===== src/rtl/fpga_fifo_arb_pkg.sv =====
// Shared types for the FIFO push arbiter.
// Defining FPGA_FIFO_ARB_ID_TAG_EN prepends the served requester index to each pushed word.
package fpga_fifo_arb_pkg;

  typedef enum logic [1:0] {
    IDLE   = 2'd0,
    LOCKED = 2'd1,
    FLUSH  = 2'd2
  } arb_state_e;

`ifdef FPGA_FIFO_ARB_ID_TAG_EN
  localparam bit TagEn = 1'b1;
`else
  localparam bit TagEn = 1'b0;
`endif

  function automatic int tag_width(input int id_w);
    return TagEn ? id_w : 0;
  endfunction

endpackage


===== src/rtl/rr_prio_sel.sv =====
// Combinational find-first selector: first set request at or above ptr, wrapping to 0.
module rr_prio_sel
  import fpga_fifo_arb_pkg::*;
#(
  parameter  int NUM_REQ = 4,
  localparam int IdW     = $clog2(NUM_REQ)
) (
  input  logic [NUM_REQ-1:0] req,
  input  logic [IdW-1:0]     ptr,
  output logic [NUM_REQ-1:0] gnt,
  output logic [IdW-1:0]     idx,
  output logic               found
);

  int             cand;
  logic [IdW-1:0] cand_idx;

  // Scan from the farthest offset down so the nearest request to ptr wins last.
  always_comb begin
    gnt      = '0;
    idx      = '0;
    found    = 1'b0;
    cand     = 0;
    cand_idx = '0;
    for (int off = NUM_REQ - 1; off >= 0; off--) begin
      cand     = (int'(ptr) + off) % NUM_REQ;
      cand_idx = IdW'(cand);
      if (req[cand_idx]) begin
        gnt           = '0;
        gnt[cand_idx] = 1'b1;
        idx           = cand_idx;
        found         = 1'b1;
      end
    end
  end

endmodule


===== src/rtl/fpga_fifo_push_arb.sv =====
// Round-robin, burst-locking arbiter pushing requester beats into one FIFO, with flush handshake.
// Build option: FPGA_FIFO_ARB_ID_TAG_EN tags each pushed word with the served requester index.
module fpga_fifo_push_arb
  import fpga_fifo_arb_pkg::*;
#(
  parameter  int NUM_REQ    = 4,
  parameter  int DATA_WIDTH = 32,
  localparam int IdW        = $clog2(NUM_REQ),
  localparam int TagW       = tag_width(IdW)
) (
  input  logic                          clk_i,
  input  logic                          rst_i,
  input  logic [NUM_REQ-1:0]            req_valid_i,
  input  logic [NUM_REQ-1:0]            req_last_i,
  input  logic [NUM_REQ*DATA_WIDTH-1:0] req_data_i,
  output logic [NUM_REQ-1:0]            req_ready_o,
  input  logic                          flush_req_i,
  output logic                          flush_ack_o,
  output logic                          fifo_push_o,
  output logic [TagW+DATA_WIDTH-1:0]    fifo_data_o,
  input  logic                          fifo_full_i,
  output logic                          fifo_flush_o,
  output logic [IdW-1:0]                grant_id_o,
  output logic                          busy_o
);

  arb_state_e          state, state_nxt;
  logic [IdW-1:0]      rr_ptr, rr_ptr_nxt;
  logic [IdW-1:0]      lock_id, lock_id_nxt;
  logic [NUM_REQ-1:0]  sel_gnt;
  logic [IdW-1:0]      sel_idx;
  logic                sel_found;
  logic                accept;
  logic                flush_c;
  logic [IdW-1:0]      srv_id;
  logic [NUM_REQ-1:0]  ready_c;
  logic [DATA_WIDTH-1:0] payload;

  function automatic logic [IdW-1:0] wrap_inc(input logic [IdW-1:0] i);
    if (int'(i) == NUM_REQ - 1) return '0;
    return i + IdW'(1);
  endfunction

  rr_prio_sel #(.NUM_REQ(NUM_REQ)) u_sel (
    .req   (req_valid_i),
    .ptr   (rr_ptr),
    .gnt   (sel_gnt),
    .idx   (sel_idx),
    .found (sel_found)
  );

  always_ff @(posedge clk_i) begin
    if (rst_i) begin
      state   <= IDLE;
      rr_ptr  <= '0;
      lock_id <= '0;
    end else begin
      state   <= state_nxt;
      rr_ptr  <= rr_ptr_nxt;
      lock_id <= lock_id_nxt;
    end
  end

  // A full FIFO freezes IDLE/LOCKED entirely, including a pending flush; FLUSH always lasts one cycle.
  always_comb begin
    state_nxt   = state;
    rr_ptr_nxt  = rr_ptr;
    lock_id_nxt = lock_id;
    accept      = 1'b0;
    flush_c     = 1'b0;
    srv_id      = '0;
    ready_c     = '0;
    case (state)
      IDLE: begin
        if (!fifo_full_i) begin
          if (flush_req_i) begin
            state_nxt = FLUSH;
          end else if (sel_found) begin
            accept  = 1'b1;
            srv_id  = sel_idx;
            ready_c = sel_gnt;
            if (req_last_i[sel_idx]) begin
              rr_ptr_nxt = wrap_inc(sel_idx);
            end else begin
              state_nxt   = LOCKED;
              lock_id_nxt = sel_idx;
            end
          end
        end
      end
      LOCKED: begin
        if (req_valid_i[lock_id] && !fifo_full_i) begin
          accept           = 1'b1;
          srv_id           = lock_id;
          ready_c[lock_id] = 1'b1;
          if (req_last_i[lock_id]) begin
            state_nxt  = IDLE;
            rr_ptr_nxt = wrap_inc(lock_id);
          end
        end
      end
      FLUSH: begin
        flush_c   = 1'b1;
        state_nxt = IDLE;
      end
      default: state_nxt = IDLE;
    endcase
  end

  assign payload = req_data_i[srv_id*DATA_WIDTH +: DATA_WIDTH];

  // Outputs are forced low while reset is asserted so an abandoned burst or flush leaves no strobe.
  assign fifo_push_o  = accept & ~rst_i;
  assign req_ready_o  = rst_i ? '0 : ready_c;
  assign grant_id_o   = fifo_push_o ? srv_id : '0;
  assign fifo_flush_o = flush_c & ~rst_i;
  assign flush_ack_o  = flush_c & ~rst_i;
  assign busy_o       = (state != IDLE) & ~rst_i;

`ifdef FPGA_FIFO_ARB_ID_TAG_EN
  assign fifo_data_o = fifo_push_o ? {srv_id, payload} : '0;
`else
  assign fifo_data_o = fifo_push_o ? payload : '0;
`endif

endmodule


===== config.mk =====
export PLATFORM = sky130hd
export DESIGN_NAME = fpga_fifo_push_arb
export DESIGN_NICKNAME = d
export VERILOG_FILES = /design/src/rtl/fpga_fifo_arb_pkg.sv /design/src/rtl/rr_prio_sel.sv /design/src/rtl/fpga_fifo_push_arb.sv
export SDC_FILE = /design/constraint.sdc
export NUM_CORES = 1
export LEC_CHECK = 0
export CORE_ASPECT_RATIO = 1.4
export CORE_MARGIN = 2
export CORE_UTILIZATION = 35
export DETAILED_ROUTE_END_ITERATION = 16
export GPL_ROUTABILITY_DRIVEN = 0
export MAX_ROUTING_LAYER = met4
export PLACE_DENSITY = 0.95
export SKIP_LAST_GASP = 1
export SYNTH_ARGS = -nofsm -noshare
export SYNTH_HDL_FRONTEND = slang
export SYNTH_SLANG_ARGS = --single-unit

===== constraint.sdc =====
create_clock -name clk_i -period 9.2 [get_ports clk_i]
set_clock_uncertainty 0.2 [all_clocks]
set_input_delay 1.38 -clock clk_i [delete_from_list [all_inputs] [get_ports clk_i]]
set_output_delay 1.38 -clock clk_i [all_outputs]
set_load 0.02 [all_outputs]

==> summary.txt, run 1 <==
Post-synth top area cell - mux2i_1
Synth warn - 0
Switching fraction of total power - 0.426
Die Wd - 68.6 microns
P_sw - 0.000147 W
IO Port Bufs - 181
Critical path, cell by cell - clkdlybuf4s50_1 > mux4_2 > nand2b_4 > o211ai_1 > o21ai_1 > a22oi_2 > buf_4 > mux2i_1 > o22ai_1 > clkdlybuf4s50_1
RSZ-0062 raised after global routing - false
Layout cells sized above 1 - 0.0411
Fin crit share - 0.758
DR pass1 iterations - 4
Status - complete, no violations
Worst-Skew Late Latency - 0.23 ns
Post-Synthesis Cells - 251
Post-Layout Inst Area - 3870 sq um
Avg WL per Cell - 19.5 microns
R2R Path Start - rr_ptr[0]
Reg2Reg Depth - 9
Die H - 94.5 microns
I/O Pins - 182
Vias in the first global route - 2,807
Final ANT Viol Nets - 0
Residual DRC - 0
Worst Tran Pin Value - 1.09 ns
Worst reg2reg setup slack - 5.44 ns
DP Area - 3830 sq um
Cell family with most CP delay - buffers and inverters
Final Critical Period - 6.98 ns
CTS sink cnt - 6
First-pass GRT wire length - 13,600 microns
Synth top area share - 0.337
Syn-to-layout area delta - 88.9%
DR vias/cell - 5.68
Worst setup EP type - primary output
Core Area - 5740 sq um
Sequential power share - 0.117
Root Driver - clkbuf_8
CTS tree - done
Syn_area_per_cell - 8.16 sq um
Filler instances - 437
Setup Buffers After CTS - 0
CP startpoint kind - input pin
Comb pwr share - 0.766
Resized cells post-CTS - 0
Int Power - 0.000199 W
Async S/R FF share, synth - 0
GRT Util Overall - 0.286
#FFs+latches synth - 6
Maximum clock path buffer count - 2
Final nets - 568
Grt ovf - 0
Fin util - 0.674
Pleak - 1.76 nW
FP Rows - 33
Setup_tns - 0 ns
Max VDD drop - 60.0 uV
Reg clk slew, reported paths - 0.03 ns
Synth unique cells - 46
Max-slew headroom - 0.274
Post-Route WL - 9440 microns
Crit path DAT - 5.40 ns
Crit Path Max Fanout - 65
Worst path bufs/invs - 3
Initial antenna violation count - 0
Reg2reg end - lock_id[0]
EDFF count, synth - 0
Slowest cell on the critical path - buf_4
Num CTS Buffers - 3
Max incr delay on CP - 0.81 ns
Mapped cell area - 2050 sq um
Main flop type after synthesis - dfxtp_1
Hold EP - state[0]
Initial Util - 0.357
Hold path start - state[0]
Syn Nets - 403
Pin count of the biggest net entering global routing - 66
Fmax - 143 MHz
Hold_buf cts - 0
ANT cells - 0
Routed vias - 2,748
Final setup viols - 0
Maxcap violations - 0
CP dominant cell by count - clkdlybuf4s50_1
Data required time of the worst path - 7.62 ns
Sequential share of the synthesized area - 0.0587
Worst Hold Depth - 2
Die area - 6480 sq um
Total power - 0.000346 W
Htree depth - 1
Pwr/cell area - 89.5 nW/um^2
Crit path kind - input pin to primary output
HP Class - flip-flop to flip-flop
Number of hold violations in the final report - 0
Drt initial violations - 131
DP HPWL - 7620 microns
Main area contributors after synthesis - mux2i_1 (34%), o22ai_1 (9.8%), ha_1 (7.3%)
Final Slew Violations - 0
Clk pwr share - 0.117
## worst min-delay path: stages, from the launching register on
cell	delay, ns
dfxtp_1	0.35
a31oi_1	0.16
nor3_1	0.05
## layout make-up
class	count	area (sq um)	share of cell area
well taps	70	87.6	0.0226
inverters	7	26.3	0.00679
repair buffers	182	1820	0.470
flip-flops and latches	6	120	0.0311
multi-input cells	216	1770	0.458
clock buffers	3	41.3	0.0107
## how the worst max path moves through the flow
stage	endpoint	start	slack [ns]	cells past startpoint
2_1_floorplan	fifo_data_o[0]	req_valid_i[3]	4.13	9
3_3_place_gp	fifo_data_o[1]	req_valid_i[3]	2.38	10
3_5_place_dp	fifo_data_o[1]	req_valid_i[3]	2.30	10
4_1_cts	fifo_data_o[1]	req_valid_i[3]	2.28	10
5_1_grt	fifo_data_o[1]	req_valid_i[3]	2.01	10
6_report	fifo_data_o[1]	req_valid_i[1]	2.22	10
## power groups by stage
stage / clock network [W] / logic (W) / registers (W)
6_report: 0.0000406 / 0.000265 / 0.0000405
5_1_grt: 0.0000424 / 0.000283 / 0.0000417
4_1_cts: 0.0000411 / 0.000263 / 0.0000403
3_5_place_dp: 0 / 0.000261 / 0.0000407
3_3_place_gp: 0 / 0.000255 / 0.0000402
2_1_floorplan: 0 / 0.000157 / 0.0000339
## routing by layer
| layer | global-route usage | wire, microns | vias to the layer above |
|---|---|---|---|
| met2 | 0.453 | 4290 | 153 |
| li1 | - | - | 1312 |
| met4 | 0.0983 | 329 | 0 |
| met1 | 0.338 | 3760 | 1254 |
| met5 | - | 0 | - |
| met3 | 0.0870 | 1060 | 29 |
## flip-flops by register name, indices dropped and copies added, names as in the netlist
register	count
lock_id	2
state	2
rr_ptr	2
## per-stage QoR
stage	setup slack [ns]	hold WS, ns	instances
after floorplan	4.13	0.333	251
after global routing	2.01	0.453	484
final	2.22	0.414	484
after detailed placement	2.30	0.401	481
after CTS	2.28	0.414	484
after global placement	2.38	0.394	481
## logic make-up (layout without fill, tap and decap cells)
logic type / after synthesis / after routing / synth area share
AND/OR/NAND/NOR: 47 / 47 / 0.120
flip-flops: 6 / 6 / 0.0587
adder cells (fa/ha/maj): 12 / 12 / 0.0733
buffers and inverters: 29 / 192 / 0.0752
XOR/XNOR: 1 / 1 / 0.00428
AO/OA/AOI/OAI: 81 / 81 / 0.271
multiplexers: 75 / 75 / 0.398
## cell usage in the layout, fill, tap and decap left out, types with 2 or more instances in the layout
master,n
clkdlybuf4s50_1,181
mux2i_1,69
o22ai_1,32
a21oi_1,15
nor2_1,13
ha_1,12
nand2_1,10
nor3_1,8
inv_1,7
dfxtp_1,6
mux4_2,5
o21ai_0,5
a22oi_1,5
o221ai_1,4
a211oi_1,3
clkbuf_8,3
nor3b_1,2
or2_2,2
o211ai_1,2
nor2b_1,2
o21ai_1,2
and3_1,2
a311o_1,2
## Yosys cell counts, types with 3 or more instances
cell      instances
nor2_1           13
buf_2             3
nor3_1            8
buf_4             5
clkbuf_1         11
a21oi_1          15
ha_1             12
nand2_1          10
buf_6             3
mux2i_1          69
dfxtp_1           6
o22ai_1          32
a22oi_1           5
inv_1             7
o21ai_0           5
a211oi_1          3
o221ai_1          4
mux4_2            5
No activity file was read; power rests on OpenSTA's default activity.
==> run 2, diff against run 1 <==
--- a/config.mk
+++ b/config.mk
@@ -7,11 +7,11 @@
 export LEC_CHECK = 0
 export CORE_ASPECT_RATIO = 1.4
 export CORE_MARGIN = 2
-export CORE_UTILIZATION = 35
+export CORE_UTILIZATION = 32
 export DETAILED_ROUTE_END_ITERATION = 16
 export GPL_ROUTABILITY_DRIVEN = 0
 export MAX_ROUTING_LAYER = met4
-export PLACE_DENSITY = 0.95
+export PLACE_DENSITY = 0.9
 export SKIP_LAST_GASP = 1
 export SYNTH_ARGS = -nofsm -noshare
 export SYNTH_HDL_FRONTEND = slang
==> constraint.sdc (replaced) <==
create_clock -name clk_i -period 6.6 [get_ports clk_i]
set_clock_uncertainty 0.2 [all_clocks]
set_input_delay 0.99 -clock clk_i [delete_from_list [all_inputs] [get_ports clk_i]]
set_output_delay 0.99 -clock clk_i [all_outputs]
set_load 0.02 [all_outputs]
==> summary.txt, run 2 (synthesis results as in run 1) <==
IO Port Bufs - 181 (unchanged)
Die H - 98.6 microns (+4.4%)
Worst reg2reg setup slack - 2.84 ns (-2.60 ns)
R2R Path Start - rr_ptr[0]
WHS - 0.418 ns (+0.00414 ns)
Syn-to-layout area delta - 90.4%
Fmax - 177 MHz
Die Wd - 71.6 microns (+4.3%)
Root Driver - clkbuf_8
Final Slew Violations - 0 (unchanged)
Final nets - 570 (+0.35%)
ANT cells - 0 (unchanged)
Pleak - 1.78 nW (+0.90%)
Setup Buffers After CTS - 0 (unchanged)
Worst-Skew Late Latency - 0.23 ns (about the same)
GRT Util Overall - 0.279 (-0.00700)
Setup_tns - 0 ns (unchanged)
HP Class - flip-flop to flip-flop
Non-filler cells, final - 488 (+0.83%)
Final ANT Viol Nets - 0 (unchanged)
Pwr/cell area - 125 nW/um^2 (+39%)
Final Critical Period - 5.66 ns
Post-Layout Inst Area - 3900 sq um (+0.78%)
Hold EP - lock_id[1]
Fin crit share - 0.858
Reg clk slew, reported paths - 0.04 ns (about the same)
First-pass GRT wire length - 15,000 microns (+10%)
Maxcap violations - 0 (unchanged)
Filler instances - 509 (+16%)
Crit Path Max Fanout - 65 (unchanged)
Maximum clock path buffer count - 2 (unchanged)
DP Area - 3860 sq um (+0.78%)
Hold_buf cts - 0 (unchanged)
Number of hold violations in the final report - 0 (unchanged)
Max VDD drop - 70.6 uV (+18%)
Largest regs - lock_id x2, rr_ptr x2, state x2
Status - complete, no violations
Initial Util - 0.330 (-0.0271)
Hold path start - lock_id[1]
CTS sink cnt - 6 (unchanged)
Die area - 7060 sq um (+8.9%)
Worst Tran Pin Value - 0.810 ns (-0.277 ns)
Drt initial violations - 178 (+36%)
Grt ovf - 0 (unchanged)
Layout cells sized above 1 - 0.0457 (+0.00461)
DR pass1 iterations - 4 (unchanged)
DP HPWL - 8040 microns (+5.5%)
Most frequent cells in the layout - clkdlybuf4s50_1 (181), mux2i_1 (69), o22ai_1 (32)
Reg2Reg Depth - 9 (unchanged)
Worst Hold Depth - 2 (unchanged)
Reg2reg end - rr_ptr[0]
FP Rows - 34 (+3.0%)
Residual DRC - 0 (unchanged)
Post-Route WL - 9900 microns (+4.9%)
Data required time of the worst path - 5.41 ns (-2.21 ns)
I/O Pins - 182 (unchanged)
Resized cells post-CTS - 0 (unchanged)
RSZ-0062 raised after global routing - false
Htree depth - 1 (unchanged)
Crit path DAT - 4.47 ns (-0.93 ns)
Num CTS Buffers - 3 (unchanged)
Initial antenna violation count - 0 (unchanged)
Max-slew headroom - 0.460 (+0.186)
DR vias/cell - 5.73 (+0.91%)
Worst setup EP type - primary output
Crit path kind - flip-flop to primary output
Placed Cells incl. Taps - 485 (+0.83%)
CP startpoint kind - flip-flop
Core Area - 6210 sq um (+8.2%)
Pin count of the biggest net entering global routing - 66 (unchanged)
Pre-CTS setup slack - 1.04 ns (-1.26 ns)
CTS tree - done
Avg WL per Cell - 20.3 microns (+4.0%)
Commonest non-fill, non-tap cell in the layout - clkdlybuf4s50_1
Setup ws final - 0.938 ns (-1.28 ns)
Vias in the first global route - 2,960 (+5.5%)
Routed vias - 2,796 (+1.7%)
Final setup viols - 0 (unchanged)
-- run 2: cell types whose count changed in the layout (fill, tap and decap cells not counted) --
cell    delta
buf_4      +1
buf_12     +1
-- run 2: area by class of cell --
type,count,area [sq um],share of cell area
clock buffers,3,41.3,0.0106
inverters,7,26.3,0.00674
multi-input cells,216,1770,0.455
flip-flops and latches,6,120,0.0308
well taps,72,90.1,0.0231
repair buffers,184,1850,0.474
-- run 2: layer usage --
metal,routed length (microns),global-route usage,vias up
met3,1430,0.0654,29
met4,278,0.0885,0
li1,-,-,1312
met1,3700,0.352,1267
met5,0,-,-
met2,4480,0.439,188
-- run 2: report_power, final --
group	internal (W)	switching [W]	total (W)
Clock	0.0000393	0.0000172	0.0000565
Combinational	0.000198	0.000174	0.000372
Sequential	0.0000411	0.0000158	0.0000569
Total	0.000279	0.000207	0.000486
-- run 2: worst max-delay path by stage --
stage | startpoint | to | slack, ns | cells past startpoint
floorplan | rr_ptr[0] | fifo_data_o[10] | 2.22 | 13
global placement | req_valid_i[1] | fifo_data_o[1] | 1.09 | 10
detailed placement | req_valid_i[3] | fifo_data_o[19] | 1.04 | 10
CTS | rr_ptr[0] | fifo_data_o[19] | 0.95 | 11
global route | rr_ptr[0] | fifo_data_o[14] | 0.64 | 11
finish | rr_ptr[0] | fifo_data_o[19] | 0.94 | 11
-- run 2: critical path, stage by stage, from the launching register on --
cell             delay, ns
dfxtp_1               0.84
inv_1                 0.34
ha_1                  0.47
mux4_2                0.38
nand2b_4              0.18
o211ai_1              0.14
o21ai_1               0.19
a22oi_2               0.27
buf_12                0.40
mux2i_1               0.16
o22ai_1               0.19
clkdlybuf4s50_1       0.66
-- run 2: metrics by stage --
stage	util	power [W]
after floorplan	-	0.000266
after global placement	0.621	0.000413
after detailed placement	0.621	0.000423
after CTS	0.628	0.000482
after global routing	0.628	0.000513
final	0.628	0.000486
==> run 3, diff against run 2 <==
--- a/config.mk
+++ b/config.mk
@@ -8,6 +8,7 @@
 export CORE_ASPECT_RATIO = 1.4
 export CORE_MARGIN = 2
 export CORE_UTILIZATION = 32
+export CTS_CLUSTER_SIZE = 25
 export DETAILED_ROUTE_END_ITERATION = 16
 export GPL_ROUTABILITY_DRIVEN = 0
 export MAX_ROUTING_LAYER = met4
==> results of run 3 <==
Final layout, timing and power as in run 2 (identical DEF).
